$ cat src/rtl/axi_pkg.sv
// AXI response encodings shared by the AXI-Lite interface and register slave.
package axi_pkg;

    typedef logic [1:0] resp_t;

    localparam resp_t RESP_OKAY   = 2'b00;
    localparam resp_t RESP_EXOKAY = 2'b01;
    localparam resp_t RESP_SLVERR = 2'b10;
    localparam resp_t RESP_DECERR = 2'b11;

endpackage

$ cat src/rtl/axi_lite_reg_slave_if.sv
// AXI4-Lite bus bundle (no PROT/cache sideband) with master and slave views.
interface AXI_LITE #(
    parameter int ADDR_WIDTH = 32,
    parameter int DATA_WIDTH = 32
);
    import axi_pkg::*;

    localparam int STRB_WIDTH = DATA_WIDTH / 8;

    logic [ADDR_WIDTH-1:0] aw_addr;
    logic                  aw_valid;
    logic                  aw_ready;

    logic [DATA_WIDTH-1:0] w_data;
    logic [STRB_WIDTH-1:0] w_strb;
    logic                  w_valid;
    logic                  w_ready;

    resp_t                 b_resp;
    logic                  b_valid;
    logic                  b_ready;

    logic [ADDR_WIDTH-1:0] ar_addr;
    logic                  ar_valid;
    logic                  ar_ready;

    logic [DATA_WIDTH-1:0] r_data;
    resp_t                 r_resp;
    logic                  r_valid;
    logic                  r_ready;

    modport Master (
        output aw_addr, aw_valid, w_data, w_strb, w_valid, b_ready,
               ar_addr, ar_valid, r_ready,
        input  aw_ready, w_ready, b_resp, b_valid, ar_ready, r_data, r_resp, r_valid
    );

    modport Slave (
        input  aw_addr, aw_valid, w_data, w_strb, w_valid, b_ready,
               ar_addr, ar_valid, r_ready,
        output aw_ready, w_ready, b_resp, b_valid, ar_ready, r_data, r_resp, r_valid
    );

endinterface

$ cat src/rtl/axi_lite_reg_slave.sv
// AXI4-Lite register file: NUM_REGS word registers, each read-write or read-only
// (RO_MASK), with independent read and write FSMs and per-register access pulses.
module axi_lite_reg_slave
    import axi_pkg::*;
#(
    parameter int                      ADDR_WIDTH = -1,
    parameter int                      DATA_WIDTH = 32,
    parameter int                      NUM_REGS   = 16,
    parameter logic [ADDR_WIDTH-1:0]   BASE_ADDR  = '0,
    parameter logic [NUM_REGS-1:0]     RO_MASK    = '0
) (
    input  logic                                 clk_i,
    input  logic                                 rst_ni,
    AXI_LITE.Slave                               slv,
    output logic [NUM_REGS-1:0][DATA_WIDTH-1:0]  reg_q_o,
    input  logic [NUM_REGS-1:0][DATA_WIDTH-1:0]  reg_d_i,
    output logic [NUM_REGS-1:0]                  wr_pulse_o,
    output logic [NUM_REGS-1:0]                  rd_pulse_o
);

    localparam int AW         = (ADDR_WIDTH > 0) ? ADDR_WIDTH : 1;
    localparam int STRB_WIDTH = DATA_WIDTH / 8;
    localparam int OFF_BITS   = $clog2(STRB_WIDTH);
    localparam int IDX_WIDTH  = (NUM_REGS > 1) ? $clog2(NUM_REGS) : 1;
    localparam logic [AW-1:0] NUM_REGS_A = AW'(NUM_REGS);

    typedef struct packed {
        logic                 hit;
        logic [IDX_WIDTH-1:0] idx;
    } dec_t;

    typedef enum logic {
        R_IDLE,
        R_RESP
    } r_state_t;

    typedef enum logic [1:0] {
        W_IDLE,
        W_HAVE_AW,
        W_HAVE_W,
        W_RESP
    } w_state_t;

    // The unsigned subtraction wraps for addresses below BASE_ADDR, so the
    // explicit lower-bound compare is what rejects them.
    function automatic dec_t decode(input logic [AW-1:0] addr);
        logic [AW-1:0] slot;
        dec_t          d;
        slot  = (addr - BASE_ADDR) >> OFF_BITS;
        d.hit = (addr >= BASE_ADDR) && (slot < NUM_REGS_A);
        d.idx = slot[IDX_WIDTH-1:0];
        return d;
    endfunction

    logic [DATA_WIDTH-1:0] regs_q [NUM_REGS];

    r_state_t              r_state_reg, r_state_next;
    logic [DATA_WIDTH-1:0] r_data_reg, r_data_next;
    resp_t                 r_resp_reg, r_resp_next;
    dec_t                  rd_dec;

    w_state_t              w_state_reg, w_state_next;
    logic [AW-1:0]         aw_addr_reg, aw_addr_next;
    logic [DATA_WIDTH-1:0] w_data_reg, w_data_next;
    logic [STRB_WIDTH-1:0] w_strb_reg, w_strb_next;
    resp_t                 b_resp_reg, b_resp_next;
    logic [NUM_REGS-1:0]   wr_pulse_reg, wr_pulse_next;

    logic [AW-1:0]         wr_addr;
    logic [DATA_WIDTH-1:0] wr_data;
    logic [STRB_WIDTH-1:0] wr_strb;
    dec_t                  wr_dec;
    logic                  wr_fire;
    logic                  wr_commit;
    logic [NUM_REGS-1:0]   wr_sel;

    // ---------------- read path ----------------
    assign rd_dec = decode(slv.ar_addr);

    always_comb begin
        r_state_next = r_state_reg;
        r_data_next  = r_data_reg;
        r_resp_next  = r_resp_reg;
        slv.ar_ready = 1'b0;
        rd_pulse_o   = '0;
        case (r_state_reg)
            R_IDLE: begin
                slv.ar_ready = 1'b1;
                if (slv.ar_valid) begin
                    r_state_next = R_RESP;
                    if (rd_dec.hit) begin
                        r_data_next            = RO_MASK[rd_dec.idx] ? reg_d_i[rd_dec.idx]
                                                                     : regs_q[rd_dec.idx];
                        r_resp_next            = RESP_OKAY;
                        rd_pulse_o[rd_dec.idx] = 1'b1;
                    end else begin
                        r_data_next = '0;
                        r_resp_next = RESP_DECERR;
                    end
                end
            end
            R_RESP: begin
                if (slv.r_ready) begin
                    r_state_next = R_IDLE;
                end
            end
            default: r_state_next = R_IDLE;
        endcase
    end

    always_ff @(posedge clk_i or negedge rst_ni) begin
        if (!rst_ni) begin
            r_state_reg <= R_IDLE;
            r_data_reg  <= '0;
            r_resp_reg  <= RESP_OKAY;
        end else begin
            r_state_reg <= r_state_next;
            r_data_reg  <= r_data_next;
            r_resp_reg  <= r_resp_next;
        end
    end

    assign slv.r_valid = (r_state_reg == R_RESP);
    assign slv.r_data  = r_data_reg;
    assign slv.r_resp  = r_resp_reg;

    // ---------------- write path ----------------
    // The completing beat is taken live from the bus; the earlier one from its latch.
    assign wr_addr = (w_state_reg == W_HAVE_AW) ? aw_addr_reg : slv.aw_addr;
    assign wr_data = (w_state_reg == W_HAVE_W)  ? w_data_reg  : slv.w_data;
    assign wr_strb = (w_state_reg == W_HAVE_W)  ? w_strb_reg  : slv.w_strb;
    assign wr_dec  = decode(wr_addr);

    always_comb begin
        w_state_next  = w_state_reg;
        aw_addr_next  = aw_addr_reg;
        w_data_next   = w_data_reg;
        w_strb_next   = w_strb_reg;
        b_resp_next   = b_resp_reg;
        wr_pulse_next = '0;
        slv.aw_ready  = 1'b0;
        slv.w_ready   = 1'b0;
        wr_fire       = 1'b0;
        case (w_state_reg)
            W_IDLE: begin
                slv.aw_ready = 1'b1;
                slv.w_ready  = 1'b1;
                if (slv.aw_valid && slv.w_valid) begin
                    wr_fire = 1'b1;
                end else if (slv.aw_valid) begin
                    aw_addr_next = slv.aw_addr;
                    w_state_next = W_HAVE_AW;
                end else if (slv.w_valid) begin
                    w_data_next  = slv.w_data;
                    w_strb_next  = slv.w_strb;
                    w_state_next = W_HAVE_W;
                end
            end
            W_HAVE_AW: begin
                slv.w_ready = 1'b1;
                wr_fire     = slv.w_valid;
            end
            W_HAVE_W: begin
                slv.aw_ready = 1'b1;
                wr_fire      = slv.aw_valid;
            end
            W_RESP: begin
                if (slv.b_ready) begin
                    w_state_next = W_IDLE;
                end
            end
            default: w_state_next = W_IDLE;
        endcase

        if (wr_fire) begin
            w_state_next = W_RESP;
            if (!wr_dec.hit) begin
                b_resp_next = RESP_DECERR;
            end else if (RO_MASK[wr_dec.idx]) begin
                b_resp_next = RESP_SLVERR;
            end else begin
                b_resp_next               = RESP_OKAY;
                wr_pulse_next[wr_dec.idx] = 1'b1;
            end
        end
    end

    assign wr_commit = wr_fire && wr_dec.hit && !RO_MASK[wr_dec.idx];

    always_ff @(posedge clk_i or negedge rst_ni) begin
        if (!rst_ni) begin
            w_state_reg  <= W_IDLE;
            aw_addr_reg  <= '0;
            w_data_reg   <= '0;
            w_strb_reg   <= '0;
            b_resp_reg   <= RESP_OKAY;
            wr_pulse_reg <= '0;
        end else begin
            w_state_reg  <= w_state_next;
            aw_addr_reg  <= aw_addr_next;
            w_data_reg   <= w_data_next;
            w_strb_reg   <= w_strb_next;
            b_resp_reg   <= b_resp_next;
            wr_pulse_reg <= wr_pulse_next;
        end
    end

    assign slv.b_valid = (w_state_reg == W_RESP);
    assign slv.b_resp  = b_resp_reg;
    assign wr_pulse_o  = wr_pulse_reg;

    // ---------------- register storage ----------------
    genvar gi;
    generate
        for (gi = 0; gi < NUM_REGS; gi++) begin : g_reg
            assign wr_sel[gi] = wr_commit && (wr_dec.idx == IDX_WIDTH'(gi));

            always_ff @(posedge clk_i or negedge rst_ni) begin
                if (!rst_ni) begin
                    regs_q[gi] <= '0;
                end else if (wr_sel[gi]) begin
                    for (int b = 0; b < STRB_WIDTH; b++) begin
                        if (wr_strb[b]) begin
                            regs_q[gi][b*8 +: 8] <= wr_data[b*8 +: 8];
                        end
                    end
                end
            end

            assign reg_q_o[gi] = regs_q[gi];
        end
    endgenerate

endmodule

$ cat src/flat_wrapper.sv
// flat-port wrapper written by rule: the top's interface ports become plain ports
module axi_lite_reg_slave_flat import axi_pkg::*;
#(
    parameter int                      ADDR_WIDTH = -1,
    parameter int                      DATA_WIDTH = 32,
    parameter int                      NUM_REGS   = 16,
    parameter logic [ADDR_WIDTH-1:0]   BASE_ADDR  = '0,
    parameter logic [NUM_REGS-1:0]     RO_MASK    = '0
)
  (clk_i, rst_ni, reg_q_o, reg_d_i, wr_pulse_o, rd_pulse_o, slv_aw_addr, slv_aw_valid, slv_w_data, slv_w_strb, slv_w_valid, slv_b_ready, slv_ar_addr, slv_ar_valid, slv_r_ready, slv_aw_ready, slv_w_ready, slv_b_resp, slv_b_valid, slv_ar_ready, slv_r_data, slv_r_resp, slv_r_valid);
  AXI_LITE #(.ADDR_WIDTH(ADDR_WIDTH), .DATA_WIDTH(DATA_WIDTH)) slv_i ();
  input  logic clk_i;
  input  logic rst_ni;
  output logic [NUM_REGS-1:0][DATA_WIDTH-1:0] reg_q_o;
  input  logic [NUM_REGS-1:0][DATA_WIDTH-1:0] reg_d_i;
  output logic [NUM_REGS-1:0] wr_pulse_o;
  output logic [NUM_REGS-1:0] rd_pulse_o;
  input wire logic [$bits(slv_i.aw_addr)-1:0] slv_aw_addr;
  input wire logic [$bits(slv_i.aw_valid)-1:0] slv_aw_valid;
  input wire logic [$bits(slv_i.w_data)-1:0] slv_w_data;
  input wire logic [$bits(slv_i.w_strb)-1:0] slv_w_strb;
  input wire logic [$bits(slv_i.w_valid)-1:0] slv_w_valid;
  input wire logic [$bits(slv_i.b_ready)-1:0] slv_b_ready;
  input wire logic [$bits(slv_i.ar_addr)-1:0] slv_ar_addr;
  input wire logic [$bits(slv_i.ar_valid)-1:0] slv_ar_valid;
  input wire logic [$bits(slv_i.r_ready)-1:0] slv_r_ready;
  output wire logic [$bits(slv_i.aw_ready)-1:0] slv_aw_ready;
  output wire logic [$bits(slv_i.w_ready)-1:0] slv_w_ready;
  output wire logic [$bits(slv_i.b_resp)-1:0] slv_b_resp;
  output wire logic [$bits(slv_i.b_valid)-1:0] slv_b_valid;
  output wire logic [$bits(slv_i.ar_ready)-1:0] slv_ar_ready;
  output wire logic [$bits(slv_i.r_data)-1:0] slv_r_data;
  output wire logic [$bits(slv_i.r_resp)-1:0] slv_r_resp;
  output wire logic [$bits(slv_i.r_valid)-1:0] slv_r_valid;
  assign slv_i.aw_addr = slv_aw_addr;
  assign slv_i.aw_valid = slv_aw_valid;
  assign slv_i.w_data = slv_w_data;
  assign slv_i.w_strb = slv_w_strb;
  assign slv_i.w_valid = slv_w_valid;
  assign slv_i.b_ready = slv_b_ready;
  assign slv_i.ar_addr = slv_ar_addr;
  assign slv_i.ar_valid = slv_ar_valid;
  assign slv_i.r_ready = slv_r_ready;
  assign slv_aw_ready = slv_i.aw_ready;
  assign slv_w_ready = slv_i.w_ready;
  assign slv_b_resp = slv_i.b_resp;
  assign slv_b_valid = slv_i.b_valid;
  assign slv_ar_ready = slv_i.ar_ready;
  assign slv_r_data = slv_i.r_data;
  assign slv_r_resp = slv_i.r_resp;
  assign slv_r_valid = slv_i.r_valid;
  axi_lite_reg_slave #(.ADDR_WIDTH(ADDR_WIDTH), .DATA_WIDTH(DATA_WIDTH), .NUM_REGS(NUM_REGS), .BASE_ADDR(BASE_ADDR), .RO_MASK(RO_MASK)) u_core (.clk_i(clk_i), .rst_ni(rst_ni), .slv(slv_i), .reg_q_o(reg_q_o), .reg_d_i(reg_d_i), .wr_pulse_o(wr_pulse_o), .rd_pulse_o(rd_pulse_o));
endmodule
$ cat config.mk
export PLATFORM = sky130hd
export DESIGN_NAME = axi_lite_reg_slave_flat
export DESIGN_NICKNAME = d
export VERILOG_FILES = /design/src/rtl/axi_pkg.sv /design/src/rtl/axi_lite_reg_slave_if.sv /design/src/rtl/axi_lite_reg_slave.sv /design/src/flat_wrapper.sv
export SDC_FILE = /design/constraint.sdc
export NUM_CORES = 1
export LEC_CHECK = 0
export BUFFER_PORTS_ARGS = -buffer_cell sky130_fd_sc_hd__buf_4
export CORE_AREA = 2 2 449 451
export CTS_BUF_LIST = sky130_fd_sc_hd__clkbuf_8
export CTS_CLUSTER_SIZE = 16
export DETAILED_ROUTE_END_ITERATION = 6
export DIE_AREA = 0 0 451 453
export GPL_ROUTABILITY_DRIVEN = 0
export PLACE_DENSITY = 0.3
export SETUP_SLACK_MARGIN = 0.3
export SYNTH_ARGS = -nofsm -noshare
export SYNTH_HDL_FRONTEND = slang
export SYNTH_SLANG_ARGS = --single-unit
$ cat constraint.sdc
create_clock -name clk_i -period 3.4 [get_ports clk_i]
set_clock_uncertainty 0.15 [all_clocks]
set_input_delay 0 -clock clk_i [delete_from_list [all_inputs] [get_ports clk_i]]
set_output_delay 0 -clock clk_i [all_outputs]
set_load 0.01 [all_outputs]
==> impl_results.md <==
- Longest Clk Path Bufs: 2
- Fraction of layout cells with a size suffix above 1: 0.0331
- Max-cap viol count: 0
- Reg2Reg Depth: 6
- Number of global-route vias before repair: 502
- Core Util, Final: 0.0303
- Period utilisation layout: 0.580
- Starting DRC count in detailed routing: 3
- Syn Inst Count: 611
- CTS buffer count: 3
- Hold_sp: slv_b_ready
- VDD IR max: 160 µV
- Number of synthesized register bits: 5
- Post-synthesis sequential area ratio: 0.0268
- Synth warn: 0
- Upper clock frequency limit: 507 MHz
- Startpoint Class: register
- Post-synth cell types: 20
- Most common cell after layout, fill and taps aside: conb_1
- Num rows: 164
- CP max-delay cell: dlygate4sd3_1
- Setup_tns: 0 ps
- Die width: 451 µm
- Via/cell ratio: 0.546
- Area Growth Syn to Fin: 29.6%
- Vias: 1796
- Initial antenna violation count: 1
- Largest register FFs: 2
- Slowest cell delay on critical path: 560 ps
- Status: complete, no violations
- Post-route ant nets: 0
- DRT Wirelength: 4130 µm
- Critical-path maximum fanout: 4
- Htree depth: 1
- Core ar.: 199000 µm²
- Final Instance Count excl. Fillers: 3292
- Number of I/O port buffers: 15
- HP Class: in2reg
- Critical path depth: 6
- Worst Hold End: u_core.w_state_reg[0]
- CP Cell Sequence: inv_1, ha_1, a211oi_1, nand2_1, dlygate4sd3_1, o211ai_1
- Drt drc: 0
- Most frequent cells in the layout: conb_1 (576), buf_4 (15), dlygate4sd3_1 (8)
- Leakage: 2.14 nW
- Fin crit period: 1970 ps
- CP Class: reg2reg
- Worst skew pair latency: 220 ps
- Worst Path Required: 3380 ps
- Fin worst setup slack: 1430 ps
- Die H: 453 µm
- Hold_ws: 87.3 ps
- Pre-CTS setup slack: 1900 ps
- CTS tree: built
- Global route overflow: 0
- Post-DP HPWL: 4140 µm
- Reg-to-reg endpoint: u_core.w_state_reg[0]
- R2R Setup Slk: 1430 ps
- Final Max Slew Viols: 0
- Starting Density: 0.0234
- Router iterations before antenna repair: 4
- CTS Root Cell: clkbuf_8
- Hold path cells: 4
- Avg WL per Cell: 1.26 µm
- Synth Cell Area: 4660 µm²
- Die area: 204000 µm²
- CP endpoint kind: register
- # setup viols final: 0
- Clock tree sinks: 5
- Worst r2r src: u_core.w_state_reg[0]
- Hold Vio Cnt, Final: 0
- Avg Cell Area, Syn: 7.63 µm²
- Largest net degree at the start of global routing: 7
- WP buf/inv: 2
- # placed instances: 3279
- Io pins: 1146
- Global-route wire length before repair: 2700 µm
- Worst setup path start: u_core.w_state_reg[0]
- Pwr Density: 122 nW/µm²
- CTS resizes: 0
- Unrepaired setup endpoints after global routing: false
- Reg clk slew, reported paths: 30 ps
- Post-CTS setup buffer count: 0
- Net count of the finished layout: 1202
- Crit path max-delay family: buffers and inverters
- Hold_buf cts: 8
- Worst Path Arrival: 1960 ps
- Tot GR Track Use: 0.00247
## cell type report
| class | count | area, µm² |
|---|---|---|
| fill | 23700 | 193000 |
| tap | 2656 | 3320 |
| multi-input combinational | 598 | 2340 |
| timing repair buffer | 23 | 193 |
| sequential | 5 | 125 |
| clock buffer | 3 | 41.3 |
| inverter | 5 | 20.0 |
| clock inverter | 1 | 3.75 |
| antenna | 1 | 2.50 |
## worst max-delay path by stage
stage | end | slack [ps]
floorplan | u_core.w_state_reg[1] | 2060
global placement | u_core.w_state_reg[1] | 1920
detailed placement | u_core.w_state_reg[1] | 1900
CTS | u_core.w_state_reg[0] | 1460
global route | u_core.w_state_reg[0] | 1300
finish | u_core.w_state_reg[0] | 1430
## cells in the mapped netlist, drive strengths merged
cell type	number	share of area
a221oi	1	0.0032
dfrtp	5	0.027
nand2	2	0.0016
buf	578	0.93
nor3	1	0.0011
a21o	1	0.0016
a22oi	1	0.0016
o21ai	2	0.0021
xnor2	1	0.0019
a211oi	1	0.0016
clkinvlp	1	0.0011
ha	5	0.013
conb	1	0.00080
nand3	1	0.0011
nand2b	2	0.0027
o211ai	2	0.0032
or2	2	0.0027
inv	4	0.0032
## worst reg2reg max path: cells and delay by family, from the launching register on
family                     cells  cell delay (ps)
adders and majority gates      1              340
AOI/OAI and AO/OA              2              260
DFF                            1              390
buffers and inverters          2              650
and+or+nand+nor                1               90
## stage by stage
step | total power [mW] | area (µm²)
global placement | 0.605 | 5920
global route | 0.820 | 6050
floorplan | 1.00 | 6820
CTS | 0.726 | 6040
finish | 0.736 | 6050
detailed placement | 0.597 | 5920
## layer usage
metal	part of all wire	vias to the layer above	wire, µm	GRT usage
li1	-	740	-	-
met4	0.055	0	229	0.00549
met1	0.13	745	548	0.00131
met5	0	-	0	0
met3	0.27	2	1130	0.00305
met2	0.54	309	2230	0.00237
## kinds of logic after synthesis
group / after synthesis / synth area share
other: 1 / 0.000804
and+or+nand+nor: 8 / 0.00912
xor gates and xnor gates: 1 / 0.00188
AOI/OAI and AO/OA: 8 / 0.0134
DFF: 5 / 0.0268
adders and majority gates: 5 / 0.0134
buffers and inverters: 583 / 0.935
## report_power, final
group	total (mW)	leakage [nW]	switching [mW]	internal, mW
logic	0.541	2.06	0.417	0.124
registers	0.0904	0.0523	0.0147	0.0757
clock network	0.105	0.0269	0.0275	0.0772
Note: power is estimated with default switching activity, not from simulation.
